[config.mk]
export PLATFORM = sky130hd
export DESIGN_NAME = mdr_unit
export DESIGN_NICKNAME = d
export VERILOG_FILES = /design/src/rtl/mdr_unit.sv
export SDC_FILE = /design/constraint.sdc
export NUM_CORES = 1
export LEC_CHECK = 0
export ABC_CLOCK_PERIOD_IN_PS = 5890
export BUFFER_PORTS_ARGS = -buffer_cell sky130_fd_sc_hd__buf_2
export CAP_MARGIN = 0
export CORE_MARGIN = 4
export CORE_UTILIZATION = 45
export CTS_CLUSTER_DIAMETER = 60
export CTS_CLUSTER_SIZE = 14
export DETAILED_ROUTE_END_ITERATION = 12
export PLACE_DENSITY = 0.84
export SLEW_MARGIN = 20
export SYNTH_ARGS = -nofsm -noshare
export SYNTH_HDL_FRONTEND = slang
export SYNTH_SLANG_ARGS = --single-unit
[constraint.sdc]
create_clock -name clock -period 5.89 [get_ports clock]
set_input_delay 1.767 -clock clock [delete_from_list [all_inputs] [get_ports clock]]
set_output_delay 1.767 -clock clock [all_outputs]
set_load 0.005 [all_outputs]
[src/rtl/mdr_unit.sv]
// mdr_unit - memory data register with a handshaked memory sequencer.
//
// Holds the datapath's memory data register and runs single memory
// accesses on its behalf: reads with sub-word lane extraction and sign/zero
// extension, writes with lane-replicated store data and byte enables.
//
// Optional feature macro: MDR_TIMEOUT_EN
//   defined   - a wait-state counter aborts an access after TIMEOUT cycles
//               without mem_ready and pulses err.
//   undefined - accesses wait indefinitely; err is tied low.
//
// Parameters:
//   WIDTH    data width, multiple of 16 and at least 32
//   TIMEOUT  wait cycles before abort (1..255), timeout build only
//
// Ports:
//   clock, clear        rising-edge clock, asynchronous active-low reset
//   BusMuxOut, MDRin    datapath bus value and register load strobe
//   Read, Write         start a memory read / write (accepted in IDLE only)
//   size, sign_ext      access size (00 byte, 01 half, 1x word), read extension
//   byte_off            byte offset of the sub-word field within the word
//   mem_*               memory port (request, write enable, data, byte enables)
//   MDRout              register contents
//   busy, done, err     access in flight, completion pulse, timeout pulse
//   dbg_state           current sequencer state (IDLE=0, RD_WAIT=1, WR_WAIT=2)
//
// Memory handshake: mem_req acts as "valid". Once raised it is held, together
// with mem_we/mem_be/mem_wdata, until the clock edge that samples
// mem_ready=1 (transfer complete) or a timeout abort; mem_req, mem_we and
// mem_be drop on that same edge. mem_ready is ignored while no request is
// outstanding.

module mdr_unit #(
  parameter int WIDTH   = 32,
  parameter int TIMEOUT = 15
) (
  input  logic                       clock,
  input  logic                       clear,
  input  logic [WIDTH-1:0]           BusMuxOut,
  input  logic                       MDRin,
  input  logic                       Read,
  input  logic                       Write,
  input  logic [1:0]                 size,
  input  logic                       sign_ext,
  input  logic [$clog2(WIDTH/8)-1:0] byte_off,
  input  logic [WIDTH-1:0]           mem_rdata,
  input  logic                       mem_ready,
  output logic                       mem_req,
  output logic                       mem_we,
  output logic [WIDTH-1:0]           mem_wdata,
  output logic [WIDTH/8-1:0]         mem_be,
  output logic [WIDTH-1:0]           MDRout,
  output logic                       busy,
  output logic                       done,
  output logic                       err,
  output logic [1:0]                 dbg_state
);

  localparam int NB = WIDTH / 8;
  localparam int OW = $clog2(NB);

  if ((WIDTH % 16) != 0 || WIDTH < 32) begin : g_bad_width
    $error("mdr_unit: WIDTH must be a multiple of 16 and at least 32");
  end
  if (TIMEOUT < 1 || TIMEOUT > 255) begin : g_bad_timeout
    $error("mdr_unit: TIMEOUT must be in 1..255");
  end

  typedef enum logic [1:0] {
    IDLE    = 2'd0,
    RD_WAIT = 2'd1,
    WR_WAIT = 2'd2
  } state_t;

  state_t           state_q, state_d;
  logic [WIDTH-1:0] mdr_q, mdr_d;
  logic [WIDTH-1:0] wdata_q, wdata_d;
  logic [NB-1:0]    be_q, be_d;
  logic             req_q, req_d;
  logic             we_q, we_d;
  logic             busy_q, busy_d;
  logic             done_q, done_d;
  logic [1:0]       size_q, size_d;
  logic             sext_q, sext_d;
  logic [OW-1:0]    off_q, off_d;
`ifdef MDR_TIMEOUT_EN
  logic [7:0]       cnt_q, cnt_d;
  logic             err_q, err_d;
`endif

  // Half-word accesses are aligned: the low offset bit is forced to zero.
  function automatic logic [OW-1:0] half_off(input logic [OW-1:0] off);
    return {off[OW-1:1], 1'b0};
  endfunction

  function automatic logic [NB-1:0] lane_be(input logic [1:0] sz,
                                            input logic [OW-1:0] off);
    logic [NB-1:0] be;
    case (sz)
      2'b00:   be = NB'(1) << off;
      2'b01:   be = NB'(3) << half_off(off);
      default: be = {NB{1'b1}};
    endcase
    return be;
  endfunction

  // Store data is replicated across every lane so the memory can pick the
  // enabled lanes without needing the offset itself.
  function automatic logic [WIDTH-1:0] store_data(input logic [WIDTH-1:0] d,
                                                  input logic [1:0] sz);
    logic [WIDTH-1:0] r;
    case (sz)
      2'b00:   r = {NB{d[7:0]}};
      2'b01:   r = {(NB/2){d[15:0]}};
      default: r = d;
    endcase
    return r;
  endfunction

  function automatic logic [WIDTH-1:0] extract_field(input logic [WIDTH-1:0] d,
                                                     input logic [1:0] sz,
                                                     input logic sx,
                                                     input logic [OW-1:0] off);
    logic [WIDTH-1:0] sh;
    logic [WIDTH-1:0] r;
    sh = '0;
    case (sz)
      2'b00: begin
        sh = d >> {off, 3'b000};
        r  = {{(WIDTH-8){sx & sh[7]}}, sh[7:0]};
      end
      2'b01: begin
        sh = d >> {half_off(off), 3'b000};
        r  = {{(WIDTH-16){sx & sh[15]}}, sh[15:0]};
      end
      default: r = d;
    endcase
    return r;
  endfunction

  // Next-state and next-output logic.
  always_comb begin
    state_d = state_q;
    mdr_d   = mdr_q;
    wdata_d = wdata_q;
    be_d    = be_q;
    req_d   = req_q;
    we_d    = we_q;
    done_d  = 1'b0;
    size_d  = size_q;
    sext_d  = sext_q;
    off_d   = off_q;
`ifdef MDR_TIMEOUT_EN
    cnt_d   = cnt_q;
    err_d   = 1'b0;
`endif

    case (state_q)
      IDLE: begin
        if (Read) begin
          size_d  = size;
          sext_d  = sign_ext;
          off_d   = byte_off;
          req_d   = 1'b1;
          we_d    = 1'b0;
          be_d    = lane_be(size, byte_off);
          state_d = RD_WAIT;
`ifdef MDR_TIMEOUT_EN
          cnt_d   = '0;
`endif
        end else if (Write) begin
          size_d  = size;
          sext_d  = sign_ext;
          off_d   = byte_off;
          req_d   = 1'b1;
          we_d    = 1'b1;
          be_d    = lane_be(size, byte_off);
          wdata_d = store_data(mdr_q, size);
          state_d = WR_WAIT;
`ifdef MDR_TIMEOUT_EN
          cnt_d   = '0;
`endif
        end else if (MDRin) begin
          mdr_d = BusMuxOut;
        end
      end

      RD_WAIT, WR_WAIT: begin
        if (mem_ready) begin
          if (state_q == RD_WAIT) begin
            mdr_d = extract_field(mem_rdata, size_q, sext_q, off_q);
          end
          req_d   = 1'b0;
          we_d    = 1'b0;
          be_d    = '0;
          done_d  = 1'b1;
          state_d = IDLE;
        end else begin
`ifdef MDR_TIMEOUT_EN
          // This edge is the TIMEOUT-th waiting cycle: give up.
          if (cnt_q == 8'(TIMEOUT - 1)) begin
            req_d   = 1'b0;
            we_d    = 1'b0;
            be_d    = '0;
            err_d   = 1'b1;
            state_d = IDLE;
          end else begin
            cnt_d = cnt_q + 8'd1;
          end
`endif
        end
      end

      default: begin
        req_d   = 1'b0;
        we_d    = 1'b0;
        be_d    = '0;
        state_d = IDLE;
      end
    endcase

    busy_d = (state_d != IDLE);
  end

  always_ff @(posedge clock or negedge clear) begin
    if (!clear) begin
      state_q <= IDLE;
      mdr_q   <= '0;
      wdata_q <= '0;
      be_q    <= '0;
      req_q   <= 1'b0;
      we_q    <= 1'b0;
      busy_q  <= 1'b0;
      done_q  <= 1'b0;
      size_q  <= '0;
      sext_q  <= 1'b0;
      off_q   <= '0;
`ifdef MDR_TIMEOUT_EN
      cnt_q   <= '0;
      err_q   <= 1'b0;
`endif
    end else begin
      state_q <= state_d;
      mdr_q   <= mdr_d;
      wdata_q <= wdata_d;
      be_q    <= be_d;
      req_q   <= req_d;
      we_q    <= we_d;
      busy_q  <= busy_d;
      done_q  <= done_d;
      size_q  <= size_d;
      sext_q  <= sext_d;
      off_q   <= off_d;
`ifdef MDR_TIMEOUT_EN
      cnt_q   <= cnt_d;
      err_q   <= err_d;
`endif
    end
  end

  assign mem_req   = req_q;
  assign mem_we    = we_q;
  assign mem_wdata = wdata_q;
  assign mem_be    = be_q;
  assign MDRout    = mdr_q;
  assign busy      = busy_q;
  assign done      = done_q;
  assign dbg_state = state_q;
`ifdef MDR_TIMEOUT_EN
  assign err       = err_q;
`else
  assign err       = 1'b0;
`endif

endmodule

==> results.cfg <==
[critical_path]
max_stage_delay_ps = 730
rrSetupSlack_ps = 2900
timing.rr.end = MDRout[14]
cp-start-kind = input port
worstReg2RegStart = dbg_state[0]
cpMaxStageDelayCell = a2111oi_4
cp_max_fo = 9
path_class = in -> reg
reg2reg_depth = 8
crit_path_end_kind = flip-flop
critPathArrivalTime_ps = 3750
required_ps = 6130
crit_path_cell_trace = buf_2 -> or3b_1 -> a2111oi_4 -> mux2_2 -> a221o_1

[placed_design]
globalplace.congestion = 0.827
dp_slack_ps = 2010
dp_hpwl_um = 9500
port_buffers = 148

[sta]
hold_viol_final = 0
min_period_ps = 3510
setup_viol = 0
finalCritPeriodShare_pct = 59.6
fin_ws_ps = 2380
slew_viol_final = 0
max-slew-margin-rel_pct = 28.7
fin_tns_setup_ps = 0
worst_pin_slew_ps = 1070
fin_worst_skew_ps = 12.8
max_freq_mhz = 285
rsz0062_at_grt = no

[synth]
yosysSeqAreaShare_pct = 45.8
netlist_area_mm2 = 0.00432
ys_warn_count = 0
synth.avg_cell_area_um2 = 9.19
syn_nets = 548
synthCells = 470
synth_top_family_by_area = compound AO/OA/AOI/OAI gates
ys_types = 40
synth_compound_area_share_pct = 18.9
synth_xor_xnor_area_share_pct = 0
synthMuxAreaShare_pct = 13.4
synthAdderAreaFrac_pct = 0.869
ys_ff_latch = 79
synth_simple_gate_area_share_pct = 17.3

[routing]
drt-pass1-iter-count = 5
drc_errors = 0
num_vias = 4045
wirelength_um = 13000
drt-initial-drc-count = 270
ant_nets = 0
wl_per_cell_um = 17.8
viasPerCell = 5.53

[cts]
numCtsBuffers = 9
insertion_delay_ps = 360
path_clk_slew_ps = 90
cts_max_level = 3
clkSinkCount = 79
post_cts_resized = 0
holdBufCountCts = 0
root_buffer = clkbuf_8
clk_path_buf_depth = 2
post_cts_buffers = 0
cts_tree = done

[finish]
nets = 675
area_delta_synth_final_pct = 22.7
fillers = 891
layout-drive-gt1-share_pct = 32.1

[hold_path]
holdPathStages = 2
hp-class = reg -> reg
hold_end = mem_wdata[28]
min_from = mem_wdata[28]

[run]
maxCapViolCount = 0

[pwr]
peakVddDrop_mv = 0.521
powerDensity_mw_per_mm2 = 589
p_leak_uw = 0.00264
power_uw = 3120

[floorplanning]
num_rows = 35
die_y_um = 106
boundaryPins = 150
die_width_um = 106
initial_core_util_pct = 46.5
core-area_mm2 = 0.00928
dieArea_mm2 = 0.0112

[grt]
grt_max_degree = 80
gr-usage-all-layers_pct = 23.3
grt_pass1_wl_um = 20500
antenna_found_initial = 1
gr-total-overflow = 0
grt_pass1_vias = 3907

[outcome]
status = completed
==> per-layer routing <==
metal	share of wire, %	track usage [%]
met3	8.2	6.19
met2	46	36.4
met1	44	32.3
met4	1.5	6.20
met5	0.054	0
==> worst max path at each step <==
stage               start          to  depth (start not counted)
finish               Read  MDRout[13]                          5
detailed placement   Read  MDRout[13]                          5
floorplan            Read  MDRout[10]                          4
CTS                  Read  MDRout[10]                          6
global route         Read  MDRout[12]                          6
global placement     Read  MDRout[10]                          5
==> placed cells by master (no fill, tap or decap), drive strengths merged, types with 2 or more instances in the layout <==
cell type	instances
buf	151
nand2	89
dfrtp	79
o21ai	48
nor2	42
mux2i	34
a21oi	25
mux2	19
nor2b	19
o31ai	13
a221o	11
clkbuf	10
a2bb2oi	8
nor3b	8
a31oi	7
inv	6
a22o	4
ha	3
clkinvlp	3
clkinv	3
a21o	2
nand2b	2
==> Yosys cell counts <==
cell type / instances / area share, %
nor2b_1: 19 / 2.8
nor2_1: 42 / 3.7
a21oi_1: 25 / 2.9
o21ai_1: 1 / 0.12
a221o_1: 11 / 2.5
a22o_1: 4 / 0.81
inv_1: 5 / 0.43
o311ai_0: 1 / 0.20
and3_1: 1 / 0.14
nor4b_4: 1 / 0.55
a2111o_1: 1 / 0.26
mux2_2: 19 / 5.0
a2bb2oi_1: 8 / 1.6
ha_1: 3 / 0.87
o21ai_0: 47 / 5.4
a31o_2: 1 / 0.20
clkinv_1: 1 / 0.087
buf_2: 3 / 0.35
a31oi_1: 7 / 1.0
o22ai_1: 1 / 0.14
nor3b_1: 8 / 1.4
a211oi_1: 1 / 0.17
conb_1: 1 / 0.087
nand2_1: 89 / 7.7
and2_1: 1 / 0.14
nand3b_1: 1 / 0.17
buf_4: 1 / 0.17
a21boi_0: 1 / 0.17
mux4_2: 1 / 0.52
nand2b_1: 2 / 0.29
a2111oi_4: 1 / 0.64
or2_2: 1 / 0.14
o31ai_1: 13 / 2.3
dfrtp_1: 79 / 46
buf_1: 1 / 0.087
a21o_1: 2 / 0.35
nor4_1: 1 / 0.14
mux2i_1: 34 / 7.9
clkbuf_1: 30 / 2.6
or3b_1: 1 / 0.20
==> per-stage QoR <==
step | hold slack (ps) | std cells | utilization, % | instance area [um^2]
finish | 482 | 732 | 57.1 | 5300
global route | 501 | 731 | 57.1 | 5300
CTS | 485 | 731 | 57.0 | 5290
detailed placement | 459 | 715 | 55.0 | 5110
global placement | 454 | 715 | 55.0 | 5110
floorplan | 463 | 470 | - | 4320
==> where the power goes <==
group	leakage (uW)	switching [uW]	total [uW]	internal [uW]
registers	0.000981	317	1130	814
clock network	0.0000849	216	382	166
logic	0.00158	869	1610	742
total	0.00264	1400	3120	1720
==> layout make-up <==
| cell class | count | area [um^2] | share of cell area [%] |
|---|---|---|---|
| sequential | 79 | 1980 | 37.3 |
| timing repair buffer | 151 | 769 | 14.5 |
| clock inverter | 6 | 45.0 | 0.850 |
| antenna | 1 | 2.50 | 0.0472 |
| inverter | 6 | 22.5 | 0.425 |
| multi-input combinational | 350 | 2190 | 41.2 |
| clock buffer | 10 | 138 | 2.60 |
| tap | 129 | 161 | 3.04 |
==> flip-flops by register name, indices dropped and copies added, names as in the netlist <==
signal / flops
dbg_state: 2
MDRout: 32
mem_be: 4
done: 1
off_q: 2
mem_wdata: 32
size_q: 2
sext_q: 1
mem_we: 1
busy: 1
mem_req: 1
==> critical path: cells and delay by family <==
family                 cells  cell delay (ps)
AOI/OAI and AO/OA          2             1000
buffers and inverters      1              120
and+or+nand+nor            1              430
muxes                      1              420
==> cells by family (layout without fill, tap and decap cells) <==
kind of cell,after synthesis,count (layout)
muxes,54,54
DFF,79,79
buffers and inverters,41,173
and+or+nand+nor,167,167
AOI/OAI and AO/OA,125,125
other,1,2
adders and majority gates,3,3
No activity file was read; power rests on OpenSTA's default activity.
